`src/rtl/tlc_pkg.sv`:
```
// Shared types and constants for the traffic light sequencer: state encodings,
// lamp codes and the phase timer width.
package tlc_pkg;

    localparam int TIMER_W = 7;

    typedef enum logic [2:0] {
        NS_GREEN  = 3'd0,
        NS_YELLOW = 3'd1,
        ALL_RED_1 = 3'd2,
        EW_GREEN  = 3'd3,
        EW_YELLOW = 3'd4,
        ALL_RED_2 = 3'd5,
        WALK      = 3'd6,
        FLASH     = 3'd7
    } tlc_state_e;

    // Lamp codes are {red, yellow, green}.
    localparam logic [2:0] RED = 3'b100;
    localparam logic [2:0] YEL = 3'b010;
    localparam logic [2:0] GRN = 3'b001;
    localparam logic [2:0] OFF = 3'b000;

    typedef struct packed {
        logic [2:0] ns;
        logic [2:0] ew;
        logic       walk;
    } lamps_t;

endpackage

```
`src/rtl/tlc_tick_gen.sv`:
```
// Prescaler producing a single-cycle tick every CLK_PER_TICK clock cycles.
// The first tick falls on the CLK_PER_TICK-th edge after reset release.
module tlc_tick_gen #(
    parameter int CLK_PER_TICK = 10000000
) (
    input  logic clk,
    input  logic reset,
    output logic tick
);

    localparam int              CNT_W = $clog2(CLK_PER_TICK);
    localparam logic [CNT_W-1:0] LAST = CNT_W'(CLK_PER_TICK - 1);

    logic [CNT_W-1:0] cnt_q;

    assign tick = (cnt_q == LAST);

    // NOTE: sequential state is assigned with <= so every flop samples the
    // pre-edge values of its peers, exactly as the hardware does.
    always_ff @(posedge clk or negedge reset) begin
        if (!reset) begin
            cnt_q <= '0;
        end else if (tick) begin
            cnt_q <= '0;
        end else begin
            cnt_q <= cnt_q + 1'b1;
        end
    end

endmodule

```
`src/rtl/traffic_light_sequencer.sv`:
```
// Moore sequencer for a two-way intersection with a latched pedestrian phase.
// Optional night flashing mode is built when TLC_NIGHT_FLASH_EN is defined.
module traffic_light_sequencer
    import tlc_pkg::*;
#(
    parameter int CLK_PER_TICK = 10000000,
    parameter int GREEN_TICKS  = 100,
    parameter int YELLOW_TICKS = 30,
    parameter int ALLRED_TICKS = 10,
    parameter int WALK_TICKS   = 70
) (
    input  logic               clk,
    input  logic               reset,
    input  logic               ped_req,
`ifdef TLC_NIGHT_FLASH_EN
    input  logic               night_mode,
`endif
    output logic [2:0]         ns_light,
    output logic [2:0]         ew_light,
    output logic               walk,
    output logic               ped_pending,
    output logic [TIMER_W-1:0] phase_time,
    output logic [2:0]         state
);

    localparam logic [TIMER_W-1:0] GREEN_LAST  = TIMER_W'(GREEN_TICKS - 1);
    localparam logic [TIMER_W-1:0] YELLOW_LAST = TIMER_W'(YELLOW_TICKS - 1);
    localparam logic [TIMER_W-1:0] ALLRED_LAST = TIMER_W'(ALLRED_TICKS - 1);
    localparam logic [TIMER_W-1:0] WALK_LAST   = TIMER_W'(WALK_TICKS - 1);
`ifdef TLC_NIGHT_FLASH_EN
    // Flash period is ten ticks: lamp lit for the first five.
    localparam logic [TIMER_W-1:0] FLASH_LAST = TIMER_W'(9);
    localparam logic [TIMER_W-1:0] FLASH_LIT  = TIMER_W'(5);
`endif

    tlc_state_e         state_q, state_d, adv_state;
    logic [TIMER_W-1:0] phase_q, phase_d, phase_last;
    logic               pend_q, pend_d;
    logic               legal;
    logic               tick;
    lamps_t             lamps;

    tlc_tick_gen #(
        .CLK_PER_TICK(CLK_PER_TICK)
    ) u_tick_gen (
        .clk  (clk),
        .reset(reset),
        .tick (tick)
    );

    always_ff @(posedge clk or negedge reset) begin
        if (!reset) begin
            state_q <= NS_GREEN;
            phase_q <= '0;
            pend_q  <= 1'b0;
        end else begin
            state_q <= state_d;
            phase_q <= phase_d;
            pend_q  <= pend_d;
        end
    end

    // NOTE: every variable written here gets a default before any branch, so
    // no path can leave one unassigned and infer a latch.
    always_comb begin
        adv_state  = NS_YELLOW;
        phase_last = '0;
        legal      = 1'b1;
        lamps      = '{ns: OFF, ew: OFF, walk: 1'b0};

        case (state_q)
            NS_GREEN: begin
                phase_last = GREEN_LAST;
                adv_state  = NS_YELLOW;
                lamps.ns   = GRN;
                lamps.ew   = RED;
            end
            NS_YELLOW: begin
                phase_last = YELLOW_LAST;
                adv_state  = ALL_RED_1;
                lamps.ns   = YEL;
                lamps.ew   = RED;
            end
            ALL_RED_1: begin
                phase_last = ALLRED_LAST;
                adv_state  = EW_GREEN;
`ifdef TLC_NIGHT_FLASH_EN
                if (night_mode) adv_state = FLASH;
`endif
                lamps.ns   = RED;
                lamps.ew   = RED;
            end
            EW_GREEN: begin
                phase_last = GREEN_LAST;
                adv_state  = EW_YELLOW;
                lamps.ns   = RED;
                lamps.ew   = GRN;
            end
            EW_YELLOW: begin
                phase_last = YELLOW_LAST;
                adv_state  = ALL_RED_2;
                lamps.ns   = RED;
                lamps.ew   = YEL;
            end
            ALL_RED_2: begin
                phase_last = ALLRED_LAST;
                adv_state  = pend_q ? WALK : NS_GREEN;
`ifdef TLC_NIGHT_FLASH_EN
                if (night_mode) adv_state = FLASH;
`endif
                lamps.ns   = RED;
                lamps.ew   = RED;
            end
            WALK: begin
                phase_last = WALK_LAST;
                adv_state  = NS_GREEN;
                lamps.ns   = RED;
                lamps.ew   = RED;
                lamps.walk = 1'b1;
            end
`ifdef TLC_NIGHT_FLASH_EN
            FLASH: begin
                phase_last = FLASH_LAST;
                adv_state  = night_mode ? FLASH : ALL_RED_2;
                if (phase_q < FLASH_LIT) begin
                    lamps.ns = YEL;
                    lamps.ew = RED;
                end
            end
`endif
            default: begin
                // Unknown encoding: show all red and recover through yellow.
                legal    = 1'b0;
                lamps.ns = RED;
                lamps.ew = RED;
            end
        endcase

        state_d = state_q;
        phase_d = phase_q;
        pend_d  = pend_q | ped_req;

        if (!legal) begin
            state_d = NS_YELLOW;
            phase_d = '0;
        end else if (tick) begin
            if (phase_q == phase_last) begin
                state_d = adv_state;
                phase_d = '0;
            end else begin
                phase_d = phase_q + 1'b1;
            end
        end

        // Entering WALK serves the request, even if the button is still held.
        if (state_d == WALK && state_q != WALK) begin
            pend_d = 1'b0;
        end
    end

    assign ns_light    = lamps.ns;
    assign ew_light    = lamps.ew;
    assign walk        = lamps.walk;
    assign ped_pending = pend_q;
    assign phase_time  = phase_q;
    assign state       = state_q;

    a_no_green_conflict: assert property (@(posedge clk) disable iff (!reset)
        !(ns_light == GRN && ew_light == GRN));
    a_walk_all_red: assert property (@(posedge clk) disable iff (!reset)
        walk |-> (ns_light == RED && ew_light == RED));
    a_lamps_onehot: assert property (@(posedge clk) disable iff (!reset)
        $onehot0(ns_light) && $onehot0(ew_light));
    a_phase_bound: assert property (@(posedge clk) disable iff (!reset)
        legal |-> (phase_q <= phase_last));

endmodule

```
`config.mk`:
```
export PLATFORM = sky130hd
export DESIGN_NAME = traffic_light_sequencer
export DESIGN_NICKNAME = d
export VERILOG_FILES = /design/src/rtl/tlc_pkg.sv /design/src/rtl/tlc_tick_gen.sv /design/src/rtl/traffic_light_sequencer.sv
export SDC_FILE = /design/constraint.sdc
export NUM_CORES = 1
export LEC_CHECK = 0
export ABC_AREA = 1
export CORE_UTILIZATION = 56
export CTS_BUF_LIST = sky130_fd_sc_hd__clkbuf_16
export CTS_CLUSTER_SIZE = 30
export DETAILED_ROUTE_END_ITERATION = 10
export GPL_TIMING_DRIVEN = 0
export PLACE_DENSITY_LB_ADDON = 0.1
export SYNTH_ARGS = -nofsm -noshare
export SYNTH_HDL_FRONTEND = slang
export SYNTH_SLANG_ARGS = --single-unit
```
`constraint.sdc`:
```
create_clock -name clk -period 2.1 [get_ports clk]
set_input_delay 0.63 -clock clk [delete_from_list [all_inputs] [get_ports clk]]
set_output_delay 0.63 -clock clk [all_outputs]
set_load 0.01 [all_outputs]
```
## After elaboration in Yosys (flattened, before gate mapping)

Cells that the tools add are included.

- Flip-flop bits (word level): 35
- Latch bits: 0
- Memory bits (writable): 0
- Bits in read-only memories: 0
- Input port bits: 3
- Logic and storage cells: 38
- Memories kept: 0

- $add $sub $neg: 2
- Multiply operators: 0
- Divide/modulo/power cells: 0
- $lt $le $gt $ge: 0
- Equal/unequal tests: 11
- Shifts and indexed selects: 0
- Muxes and demuxes: 14
- Bitwise gates (word level): 1
- Reduce and logical (&&, ||, !) cells: 6

Operators by type and width:

| operator | count |
|---|---|
| $pmux 7 s4 | 1 |
| $add 24x1->24 const B | 1 |
| $eq 24x24->1 const B | 1 |
| $mux 24 | 1 |
| $pmux 6 s4 | 1 |
| $mux 7 | 3 |
| $pmux 3 s6 | 1 |
| $eq 3x3->1 const B | 4 |
| $mux 3 | 4 |
| $add 7x1->7 const B | 1 |
| $eq 7x7->1 | 1 |
| $reduce_or 7->1 | 1 |
| $eq 3x2->1 const B | 2 |
| $reduce_or 2->1 | 3 |
| $eq 3x1->1 const B | 1 |
| $logic_not 3->1 | 1 |
| $mux 1 | 3 |
| $ne 3x3->1 const B | 1 |
| $ne 2x1->1 const B | 1 |
| $logic_and 1x1->1 | 1 |
| $or 1x1->1 | 1 |

## Longest topological paths before layout

Gate-level depths: netlist of the first run.

- Depth after elaboration: 10
- Gate-level depth with buffers: 13
- Mapped depth without buffers: 13

## Cells and area by module

From an unflattened synthesis of the first run, not the netlist that was laid out.

- Cells, all modules: 315
- Area, all modules: 2270.9 µm²

Modules (own cells, without submodules):

| module | times used | cells an instance | area an instance (µm²) | sequential area each (µm²) |
|---|---|---|---|---|
| tlc_tick_gen | 1 | 210 | 1486.4 | 600.6 |
| traffic_light_sequencer | 1 | 105 | 784.5 | 275.3 |

## Least setup slack after synthesis of the first run

Ideal clock, no wire load.

- Kind: register to register
- From: register state_q[0], in the netlist state[0]
- To: register state_q[0], in the netlist state[0]
- Setup time: 123 ps
- Data arrival time: 1659 ps
- Data required time: 1977 ps
- Slack: 318 ps
- Stages on the path, launching flop included: 12
- Path buffers: 0
- Period minus slack after synthesis: 1782 ps
- Path through: dfrtp_1 -> inv_1 -> nand2_1 -> nor2_1 -> nor2_1 -> nand2_1 -> nand2_1 -> nor2_1 -> nand2_2 -> nor2_1 -> nand2_1 -> xor2_1

- Longest elaborated chain between the ends: 7

RTL lines:

| what | RTL line | RTL |
|---|---|---|
| from (decl) | traffic_light_sequencer.sv:36 | `tlc_state_e state_q, state_d, adv_state;` |
| from (signal assigned) | traffic_light_sequencer.sv:57 | `state_q <= state_d;` |
| $eq 3x3->1, or another cell as far along | traffic_light_sequencer.sv:71 | `case (state_q)` |
| $reduce_or 2->1 (no line) | - |  |
| $pmux 7 s4 | traffic_light_sequencer.sv:71 |  |
| $eq 7x7->1 | traffic_light_sequencer.sv:147 | `if (phase_q == phase_last) begin` |
| $mux 3 | traffic_light_sequencer.sv:147 |  |
| $mux 3 | traffic_light_sequencer.sv:146 | `end else if (tick) begin` |
| $mux 3 * | traffic_light_sequencer.sv:143 | `if (!legal) begin` |
| net state_d[0] | traffic_light_sequencer.sv:36 |  |

The timed path passes the listed nets; every way through them passes the cells marked *.
A chain may end at the register's enable or synchronous reset.

## Final worst setup path of the first run

- From: register state_q[0], in the netlist state[0]
- To: output port walk

- Longest elaborated chain between the ends: 2

RTL lines:

| what | RTL line | RTL |
|---|---|---|
| $eq 3x3->1 | traffic_light_sequencer.sv:71 |  |
| $mux 1 | traffic_light_sequencer.sv:71 |  |
| to (decl) | traffic_light_sequencer.sv:20 | `output logic walk,` |

Every way passes these cells.

==> results of run 1 <==
[final cells by class]
cell class / count / share of cell area
Multi-Input combinational cell: 196 / 0.402
Sequential cell: 35 / 0.340
Timing Repair Buffer: 26 / 0.0919
Inverter: 54 / 0.0813
Clock buffer: 5 / 0.0484
Tap cell: 46 / 0.0223
Clock inverter: 2 / 0.0131
Buffer: 1 / 0.00145
[report_power, final]
part	switching (W)	internal (W)
Clock	0.000254	0.000548
Combinational	0.0000129	0.00000227
Sequential	0.0000000000000000000570	0.000675
Total	0.000267	0.00123
[worst max-delay path: cells and delay by family, from the launching register on]
family | cells | cell delay (ps)
AND/OR/NAND/NOR | 2 | 200
flip-flops | 1 | 430
buffers and inverters | 3 | 490
[path summary, 6_finish.rpt]
kind                                       from                   end  slack (ps)  depth (start not counted)
min                                       reset         phase_time[3]         430                          1
min reg2reg                u_tick_gen.cnt_q[22]  u_tick_gen.cnt_q[22]         510                          1
max                                    state[0]                  walk          70                          5
max in group asynchronous                 reset              state[1]        1110                          1
max reg2reg                 u_tick_gen.cnt_q[2]              state[0]         210                          8
min in group clk           u_tick_gen.cnt_q[22]  u_tick_gen.cnt_q[22]         510                          1
[logic make-up (layout without fill, tap and decap cells)]
| group | count (synthesis) | count (layout) |
|---|---|---|
| buf+inv | 55 | 88 |
| flops | 35 | 35 |
| compound gates | 28 | 28 |
| fa+ha+maj | 2 | 2 |
| xor+xnor | 15 | 15 |
| simple gates | 151 | 151 |
[metrics by stage]
stage / util / power [W] / instances / setup TNS, ps / hold WS, ps
floorplan: - / 0.000687 / 286 / 0 / 334
global placement: 0.682 / 0.000704 / 352 / -12920 / 493
detailed placement: 0.680 / 0.000703 / 352 / -4.71 / 504
CTS: 0.739 / 0.00151 / 363 / -146 / 464
global route: 0.751 / 0.00153 / 365 / 0 / 500
finish: 0.751 / 0.00149 / 365 / 0 / 432
[routing by layer]
layer,GRT usage,up-vias
met1,0.304,884
met4,0.0901,0
met5,0,-
met3,0.0580,7
li1,-,988
met2,0.445,52
[repair_timing]
action                     4_1_cts  5_1_grt
setup endpoints to repair        7        3
gates resized for setup         14        9
pin swaps                        1        0
buffers inserted                 4        2
[state kept, by name, summed over array words and instances, names as in the netlist]
name,flops
state,3
u_tick_gen.cnt_q,24
phase_time,7
ped_pending,1
[placed cells by master, fill, tap and decap left out, types with 6 or more instances in the layout]
cell type,instances
nand3_1,19
a21oi_1,8
nand2_1,64
nor2_1,24
nor3_1,12
inv_1,52
nand4_1,9
o21ai_0,11
buf_4,6
xor2_1,14
clkdlybuf4s50_1,13
dfrtp_1,32
==> flow_metrics.tcl, run 1 <==
set metrics [dict create \
    synthTopCellsByArea "dfrtp_1 42%, nand2_1 12%, inv_1 9.5%" \
    placeableCoreArea_mm2 0.00344 \
    fin_crit_sh 0.968 \
    pre_cts_slack_ps -4.71 \
    vdd_drop_max_mv 0.436 \
    worst_hold_path_type "primary input to asynchronous set/reset pin" \
    path_clk_slew_ps 50 \
    drv_slew 0 \
    syn_nets 291 \
    fp.dieW_um 63.1 \
    ys_warn_count 0 \
    wl_met1_um 1950 \
    critPathSlowestCell "dfrtp_2" \
    hold_violations 0 \
    setup.worst_path.start_class "register" \
    dieArea_mm2 0.00398 \
    synth_top_family_by_area "simple AND/OR/NAND/NOR gates" \
    cp.required_ps 1470 \
    drt-vias-per-instance 5.29 \
    yosysMostFrequentCell "nand2_1" \
    crit_chain "buf_4 -> inv_1 -> nand2_2 -> nor2_4 -> clkdlybuf4s15_1" \
    routabilityCongestion 0.883 \
    syn_inst 286 \
    h-tree-depth 2 \
    top_layer "met4" \
    synthSimpleGateAreaFrac 0.328 \
    clock_latency_ps 270 \
    antenna_found_initial 0 \
    cts_tree "yes" \
    ant_nets 0 \
    hold_buffers 0 \
    synth_area_mm2 0.00209 \
    drtIter0Drc 110 \
    place_area_mm2 0.00234 \
    crit_fanout 5 \
    setup_ws_ps 66.7 \
    relSlewSlack 0.479 \
    rows 21 \
    synthMuxAreaShare 0 \
    cp-end-kind "output pin" \
    antenna_cells 0 \
    synth-edff-count 0 \
    layout-drive-gt1-share 0.110 \
    grt_start_max_net_pins 36 \
    place.detailed.hpwl_um 3260 \
    portBuffers 20 \
    drv_cap 0 \
    final_area_mm2 0.00259 \
    ios 21 \
    cp.arrival_ps 1400 \
    synth_top_area_frac 0.419 \
    grt_pass1_vias 1790 \
    fillers 267 \
    synth_fa_ha_area_frac 0.0120 \
    die_y_um 63.1 \
    synth-compound-area-share 0.0785 \
    synth_top_area_cell "dfrtp_1" \
    powerDensity_mw_per_mm2 577 \
    synthArstFlopShare 1.00 \
    wl_met3_um 195 \
    vias 1931 \
    yosysSeqAreaShare 0.419 \
    initial_utilization 0.607 \
    regArea_um2 880 \
    ys.flop_type "dfrtp_1" \
    track_usage 0.255 \
    finClkSkew_ps 1.46 \
    leakage_nw 1.28 \
    nNetsFinal 324 \
    routed_wirelength_um 4490 \
    syn_to_final_growth_pct 23.8 \
    synth-seq-cells 35 \
    setup_viol 0 \
    grt_pass1_wl_um 7770 \
    first_pass_iters 4 \
    wl_per_cell_um 12.3 \
    criticalPathCategory "register to output pin" \
    cts.sinks 35 \
    multi_input_area_mm2 0.00104 \
    fin_crit_ps 2030 \
    synth-xor-area-share 0.0629 \
    cts_buffers 5 \
    status "finished clean" \
    max_stage_delay_ps 430 \
    cts-root-buf "clkbuf_16" \
    met2WireLength_um 2270 \
    worst_slew_pin_slew_ps 782 \
    synthTopCellsByCount "65 x nand2_1, 53 x inv_1, 35 x dfrtp_1" \
    drc 0 \
    postSynthAreaPerCell_um2 7.30 \
    cts.path.max_buffers 2 \
    grt-ovfl-total 0 \
    max_freq_ghz 0.492 \
    synthDistinctLibCells 28 \
    rsz0062_at_grt "false" \
]
No activity file was read; power rests on OpenSTA's default activity.
==> run 2: changes to the inputs <==
Settings changed: CELL_PAD_IN_SITES_DETAIL_PLACEMENT set to 0, CELL_PAD_IN_SITES_GLOBAL_PLACEMENT set to 2, CORE_UTILIZATION 56 to 32.
==> run 2 against run 1 <==
Final area grew 2.4%. Global-route usage shrank 8.0 points. Core utilization shrank 33 points. Combinational power grew 3%. Non-clock buffer count grew 3. First-iteration DRC count shrank 40%. Register-to-register slack lost 40 ps. Sequential power is essentially flat. Count of clock-buffer cells in the layout is the same. Fmax shrank 0.77%. Clock power shrank 14%. Via count shrank 2.4%. Critical path type unchanged. Critical endpoint is now ew_light[1].
==> flow_metrics.tcl, run 2 (synthesized netlist as in run 1, its figures left out) <==
set metrics [dict create \
    hold_buffers 0 \
    drt-vias-per-instance 4.72 \
    regMostFlops "u_tick_gen.cnt_q" \
    fin_crit_ps 2050 \
    nNetsFinal 327 \
    crit_chain "buf_4 -> nor2_2 -> nand2_1 -> inv_1 -> clkdlybuf4s15_1" \
    first_pass_iters 4 \
    leakage_nw 1.31 \
    timing.hold.ws_ps 442 \
    largest_reg_flops 24 \
    layout_common_cells "64 x nand2_1, 51 x inv_1, 32 x dfrtp_1" \
    setup_viol 0 \
    setup.worst_path.start_class "register" \
    grt_pass1_vias 1768 \
    critPathSlowestCell "dfrtp_2" \
    drtIter0Drc 66 \
    fin_crit_sh 0.976 \
    switchingPower_w 0.000274 \
    ant_nets 0 \
    routed_wirelength_um 5310 \
    cts.sinks 35 \
    hold_violations 0 \
    worst_hold_path_type "primary input to asynchronous set/reset pin" \
    grt_pass1_wl_um 8680 \
    layout-drive-gt1-share 0.130 \
    antenna_cells 0 \
    max_stage_delay_ps 410 \
    clkPwrFrac 0.498 \
    layout_commonest_cell "nand2_1" \
    drv_cap 0 \
    antenna_found_initial 0 \
    portBuffers 20 \
    drv_slew 0 \
    power_frac_comb 0.011 \
    dieArea_mm2 0.00685 \
    routabilityCongestion 0.782 \
    finClkSkew_ps 3.22 \
    fillers 661 \
    cts_tree "yes" \
    vdd_drop_max_mv 0.273 \
    die_y_um 82.8 \
    path_clk_slew_ps 50 \
    cp.required_ps 1470 \
    drc 0 \
    placeableCoreArea_mm2 0.00631 \
    cts_buffers 5 \
    vias 1884 \
    fin_setup_tns_ps 0 \
    cp.arrival_ps 1420 \
    grt_start_max_net_pins 36 \
    ios 21 \
    p_int_w 0.00110 \
    worst_slew_pin_slew_ps 812 \
    place.detailed.hpwl_um 3980 \
    h-tree-depth 2 \
    cp-end-kind "output pin" \
    grt-ovfl-total 0 \
    powerDensity_mw_per_mm2 520 \
    status "finished clean" \
    max_freq_ghz 0.488 \
    track_usage 0.175 \
    p_seq_frac 0.490 \
    wl_per_cell_um 13.3 \
    syn_to_final_growth_pct 26.8 \
    switching_share 0.199 \
    relSlewSlack 0.459 \
    clock_latency_ps 280 \
    crit_fanout 3 \
    cts.path.max_buffers 2 \
    cts-root-buf "clkbuf_16" \
    ff2ff_path_depth 9 \
    rows 29 \
    initial_utilization 0.331 \
    criticalPathCategory "register to output pin" \
    fp.dieW_um 82.8 \
]
## run 2: final cells by class
cell class | count | area, um2 | area share
multi-input combinational | 196 | 1060 | 0.399
tap | 77 | 96.3 | 0.0364
sequential | 35 | 880 | 0.332
inverter | 54 | 208 | 0.0784
buffer | 1 | 3.75 | 0.00142
clock buffer | 5 | 125 | 0.0473
clock inverter | 2 | 8.76 | 0.00331
timing repair buffer | 29 | 270 | 0.102
## run 2: per-stage QoR
step	cells	setup slack [ps]	total power, W	area [um2]	utilization
5_1_grt	399	-14.5	0.00143	2650	0.419
3_3_place_gp	383	-477	0.000705	2380	0.378
4_1_cts	395	-147	0.00140	2570	0.408
6_report	399	50.9	0.00138	2650	0.419
2_1_floorplan	286	318	0.000687	2090	-
3_5_place_dp	383	-114	0.000704	2380	0.377
## run 2: timing repair
action,in CTS,in global routing
buffers inserted,5,4
endpoints found under the setup margin,7,13
cloned,0,0
pin swaps,0,2
resized for setup,12,17
## run 2: worst paths after layout
path / start / endpoint / slack [ps]
max in group asynchronous: reset / state[2] / 1090
min: reset / phase_time[6] / 440
min reg2reg: u_tick_gen.cnt_q[22] / u_tick_gen.cnt_q[22] / 510
min in group clk: u_tick_gen.cnt_q[22] / u_tick_gen.cnt_q[22] / 510
max: state[0] / ew_light[1] / 50
max reg2reg: u_tick_gen.cnt_q[2] / phase_time[5] / 170
## run 2: routing by layer
metal	GRT usage	up-vias	wire [um]
met5	0	-	0
met2	0.314	30	2670
li1	-	996	-
met4	0.0517	0	75
met3	0.0295	6	149
met1	0.212	852	2410
## run 2: power by group through the flow
stage / sequential [W] / clock [W] / combinational [W]
2_1_floorplan: 0.000687 / 0 / 0.00000000866
3_3_place_gp: 0.000687 / 0 / 0.0000180
3_5_place_dp: 0.000687 / 0 / 0.0000172
4_1_cts: 0.000675 / 0.000712 / 0.0000172
5_1_grt: 0.000674 / 0.000737 / 0.0000194
6_report: 0.000675 / 0.000686 / 0.0000156
## run 2: critical path: cells and delay by family, from the launching register on
kind,cells,cell delay [ps]
buf+inv,3,510
flops,1,410
simple gates,2,230
==> run 3: changes to the inputs <==
==> constraint.sdc (replaced) <==
create_clock -name clk -period 2.1 [get_ports clk]
set_input_delay 0.315 -clock clk [delete_from_list [all_inputs] [get_ports clk]]
set_output_delay 0.315 -clock clk [all_outputs]
set_load 0.01 [all_outputs]
==> run 3 against run 2 <==
Core utilization decreased by 1.1 points. Count of clock-buffer cells in the layout unchanged. Fmax increased by 4.5%. Register-to-register slack about the same. Sequential share of layout area increased by 0.90 points. Via count decreased by 0.90%. Clock power about the same.
==> flow_metrics.tcl, run 3 (synthesized netlist as in run 1, its figures left out) <==
set metrics [dict create \
    powerDensity_mw_per_mm2 533 \
    dp_cells 383 \
    layout-drive-gt1-share 0.0978 \
    timing.rr.start "u_tick_gen.cnt_q[2]" \
    portBuffers 20 \
    layout_commonest_cell "nand2_1" \
    place_area_mm2 0.00238 \
    cp.arrival_ps 1650 \
    cp-end-kind "output pin" \
    ant_nets 0 \
    rows 29 \
    hold_buffers 0 \
    syn_to_final_growth_pct 23.4 \
    fin_crit_sh 0.934 \
    drv_slew 0 \
    grt_pass1_wl_um 8540 \
    endpoint "ew_light[0]" \
    r2r_slack_ps 170 \
    setup_viol 0 \
    cts-root-buf "clkbuf_16" \
    ff2ff_path_depth 9 \
    drc 0 \
    grt_pass1_vias 1738 \
    h-tree-depth 2 \
    criticalPathCategory "register to output pin" \
    final_core_utilization 0.408 \
    placeableCoreArea_mm2 0.00631 \
    cts_tree "yes" \
    pre_cts_slack_ps 25.7 \
    worst_hold_path_type "primary input to asynchronous set/reset pin" \
    antenna_found_initial 0 \
    nNetsFinal 322 \
    clock_latency_ps 270 \
    routabilityCongestion 0.782 \
    antenna_cells 0 \
    crit_fanout 8 \
    cts.sinks 35 \
    leakage_nw 1.25 \
    setup_ws_ps 139 \
    grt-ovfl-total 0 \
    layout_common_cells "65 x nand2_1, 53 x inv_1, 32 x dfrtp_1" \
    cts.path.max_buffers 2 \
    regMostFlops "u_tick_gen.cnt_q" \
    cp.required_ps 1780 \
    path_clk_slew_ps 50 \
    die_y_um 82.8 \
    grt_start_max_net_pins 36 \
    vias 1867 \
    first_pass_iters 4 \
    worst_slew_pin_slew_ps 811 \
    stdcell_count 394 \
    wl_per_cell_um 13.0 \
    status "finished clean" \
    routed_wirelength_um 5130 \
    finalPower_w 0.00137 \
    drt-vias-per-instance 4.74 \
    rsz0062_at_grt "false" \
    finClkSkew_ps 2.97 \
    track_usage 0.172 \
    final_area_mm2 0.00258 \
    fin_crit_ps 1960 \
    timing.critical_path.from "state[2]" \
    drtIter0Drc 83 \
    vdd_drop_max_mv 0.272 \
    ios 21 \
    cts_buffers 5 \
    fp.dieW_um 82.8 \
    initial_utilization 0.331 \
    hold_violations 0 \
    place.detailed.hpwl_um 3980 \
    largest_reg_flops 24 \
    relSlewSlack 0.459 \
    drv_cap 0 \
    setup.worst_path.start_class "register" \
    dieArea_mm2 0.00685 \
    r2r_end "phase_time[5]" \
    max_freq_ghz 0.510 \
]
-- run 3: worst min-delay path by stage --
stage                                    start                    to  slack, ps  cells after the start
after global placement    u_tick_gen.cnt_q[22]  u_tick_gen.cnt_q[22]        490                      1
after CTS                                reset         phase_time[6]        170                      1
final                                    reset         phase_time[6]        130                      1
after global routing                     reset         phase_time[5]        210                      1
after floorplan                          reset           ped_pending         20                      0
after detailed placement                 reset         phase_time[6]        470                      1
-- run 3: critical path: stages (launching register included) --
cell	delay, ps
dfrtp_2	460
inv_4	120
nand3_2	120
inv_1	120
clkdlybuf4s50_1	540
-- run 3: layout make-up --
cell class	count	area [um2]
clock buffers	5	125
fillers	666	3740
flip-flops and latches	35	880
plain buffers	1	3.75
inverters	54	205
multi-input cells	196	1030
clock inverters	2	8.76
repair buffers	24	228
well taps	77	96.3
-- run 3: through the flow --
stage / setup TNS (ps) / hold WS (ps)
final: 0 / 127
after global routing: 0 / 212
after CTS: -4.02 / 170
after detailed placement: 0 / 465
after global placement: -5590 / 494
after floorplan: 0 / 19.4
-- run 3: repair_timing --
| action | in CTS | in global routing |
|---|---|---|
| buffers inserted | 0 | 4 |
| gates resized for setup | 2 | 10 |
| pin swaps | 0 | 1 |
| endpoints found under the setup margin | 3 | 11 |
-- run 3: power breakdown --
group | total [W] | internal, W | switching, W
combinational | 0.0000156 | 0.00000227 | 0.0000133
sequential | 0.000675 | 0.000675 | 0.0000000000000000000468
clock | 0.000684 | 0.000426 | 0.000259
total | 0.00137 | 0.00110 | 0.000272
-- run 3: metal layers --
layer / global-route usage / wire length, um
met5: 0 / 0
met4: 0.0517 / 75
met3: 0.0295 / 140
met2: 0.307 / 2580
met1: 0.210 / 2340
==> edit, RTL diff (settings of run 2) <==
Register the input `ped_req` before use, with the module's reset. The logic sees it one clock later.
--- a/src/rtl/traffic_light_sequencer.sv
+++ b/src/rtl/traffic_light_sequencer.sv
@@ -27,6 +27,16 @@
     localparam logic [TIMER_W-1:0] YELLOW_LAST = TIMER_W'(YELLOW_TICKS - 1);
     localparam logic [TIMER_W-1:0] ALLRED_LAST = TIMER_W'(ALLRED_TICKS - 1);
     localparam logic [TIMER_W-1:0] WALK_LAST   = TIMER_W'(WALK_TICKS - 1);
+
+    logic ped_req_q;
+
+    always_ff @(posedge clk or negedge reset) begin
+        if (!reset) begin
+            ped_req_q <= '0;
+        end else begin
+            ped_req_q <= ped_req;
+        end
+    end
 `ifdef TLC_NIGHT_FLASH_EN
     // Flash period is ten ticks: lamp lit for the first five.
     localparam logic [TIMER_W-1:0] FLASH_LAST = TIMER_W'(9);
@@ -138,7 +148,7 @@
 
         state_d = state_q;
         phase_d = phase_q;
-        pend_d  = pend_q | ped_req;
+        pend_d  = pend_q | ped_req_q;
 
         if (!legal) begin
             state_d = NS_YELLOW;
Formal check against the unedited RTL: not equivalent (a bounded check fails within 4 cycles, from zero or initial values and one cycle with reset low).
==> edit against run 2 <==
  * Worst setup slack improved by 0.024 ns
  * Utilization down 0.55 points
  * Hold slack improved by 0.0017 ns
  * Routed wire length decreased by 7.6%
  * Die area rose by 5.8%
  * Cell area increased by 1.5%
  * First-iteration DRC count increased by 50%
  * Final cell count down 3.0%
  * Sequential cell count is 1 higher
  * Sequential share of layout area up 0.34 points
  * Count of clock-buffer cells in the layout unchanged
  * Synthesized area up 5.9%
  * Power increased by 2.1%
  * Critical path depth is the same
  * Critical path type unchanged
  * Highest routed layer unchanged
==> edit: results (changes against run 2) <==
* Status: finished, final reports clean
* Ys flop type: dfrtp_1
* Synth Area in Adders at 1.13% (-0.067 points)
* Grt met1 use at 18.9% (-2.4 points)
* Metal2 WL at 2480 µm (-7.3%)
* Syn Nets at 283 (-2.7%)
* Top cells by area, synth: dfrtp_1 (41%), nand2_1 (8.7%), inv_1 (8.1%), xor2_1 (5.1%), nand3_1 (3.6%)
* Mux cell area share after synthesis at 0% (unchanged)
* Num sequential at 36 (+2.9%)
* Gr usage total at 15.2% (-2.2 points)
* Final Wtd Congestion at 0.747 (-4.4%)
* Routed WL per cell at 12.7 µm (-4.7%)
* Synth Area in XOR/XNOR at 5.54% (-0.75 points)
* Top routing layer used: met4
* Most common library cells after synthesis: nand2_1 (51), inv_1 (48), dfrtp_1 (36), nor2_1 (20), nand3_1 (16)
* Crit path to: ns_light[1]
* Worst r2r dst: u_tick_gen.cnt_q[20]
* First DRT Iteration DRCs at 99 (+50%)
* R2R Path Start: u_tick_gen.cnt_q[0]
* Comb_multi_in at 183 (-6.6%)
* Number of global-route vias before repair at 1885 (+6.6%)
* Sequential share of the synthesized area at 40.7% (-1.2 points)
* Fill cell count at 678 (+2.6%)
* Maximum fanout along the worst path at 7 (+4)
* Via/cell ratio at 4.82 (+2.2%)
* Largest net degree at the start of global routing at 37 (+2.8%)
* P&R area growth vs syn at 21.5%
* Signal buffers at 27 (-10%)
* Pleak at 0.00123 µW (-6.3%)
* Ant diodes at 0 (unchanged)
* Pre-CTS setup slack at -0.0419 ns (+0.0725 ns)
* WL met1 at 2250 µm (-6.6%)
* Met3 Use GR at 2.92% (-0.033 points)
* Post-synthesis compound-gate area fraction at 6.39% (-1.5 points)
* Layout cell share with drive strength beyond 1 at 17.7% (+4.7 points)
* Inverter count at 56 (+3.7%)
* Clock latency on the worst-skew pair at around 0.27 ns
* Reg2reg path depth at 8 (-1)
* Reg2reg setup slack at 0.28 ns (+0.11 ns)
* FF+latch area at 902 µm² (+2.6%)
* Fraction of area in multi-input gates at 40.7% (+0.85 points)
* Signal buf overhead at 9.12% (-1.2 points)
* Launch point of the critical path: state[1]
* Peak supply drop at 0.328 mV (+20%)
* Syn. warnings at 0 (unchanged)
* Final setup margin at 0.0752 ns (+0.0244 ns)
* Critical Path AT at 1.39 ns (-0.03 ns)
* NumNets Final at 314 (-4.0%)
* Count of cell types in the netlist at 37 (+32%)
* GR Layer Usage met2 at 27.1% (-4.3 points)
* Cell Count, Final, Fillers Out at 387 (-3.0%)
* ClkCell Share at 5.07% (+0.018 points)
* Synth Area per Inst at 7.96 µm² (+9.0%)
* WHS at 0.444 ns (+0.00167 ns)
* Placed Area at 0.00250 mm² (+5.2%)
* Post-DP HPWL at 3810 µm (-4.3%)
* Met3 routed WL at 128 µm (-14%)
* Placed Instances at 375 (-2.1%)
* Largest stage delay, worst path at 0.38 ns (-0.03 ns)
* First-pass GRT wire length at 8670 µm (-0.16%)
==> edit: cell count changes in the layout (fill, tap and decap cells not counted), moves of 3 or more <==
cell / before / now
buf_4: 9 / 4
nor2_4: 2 / 5
dfrtp_1: 32 / 35
nand2_1: 64 / 50
inv_2: 2 / 8
nor2_1: 23 / 20
o21ai_0: 11 / 3
o21ai_1: 1 / 5
dlymetal6s2s_1: 5 / 1
nand3_1: 18 / 15
dlygate4sd2_1: 0 / 4
nand3_2: 2 / 5
==> edit: cell families after synthesis <==
kind of cell	Yosys count
flops	36
fa+ha+maj	2
simple gates	144
compound gates	23
buf+inv	59
xor+xnor	14
==> edit: repair_timing <==
item,4_1_cts,5_1_grt
hold endpoints to repair,0,0
setup buffers,1,3
cloned,0,0
pin swaps,1,0
gates resized for setup,12,5
setup endpoints to repair,7,3
==> edit: power by group <==
group	switching, µW	total [µW]	internal (µW)
registers	0.173	695	695
logic	13.2	15.5	2.28
clock network	268	695	427
total	281	1410	1120
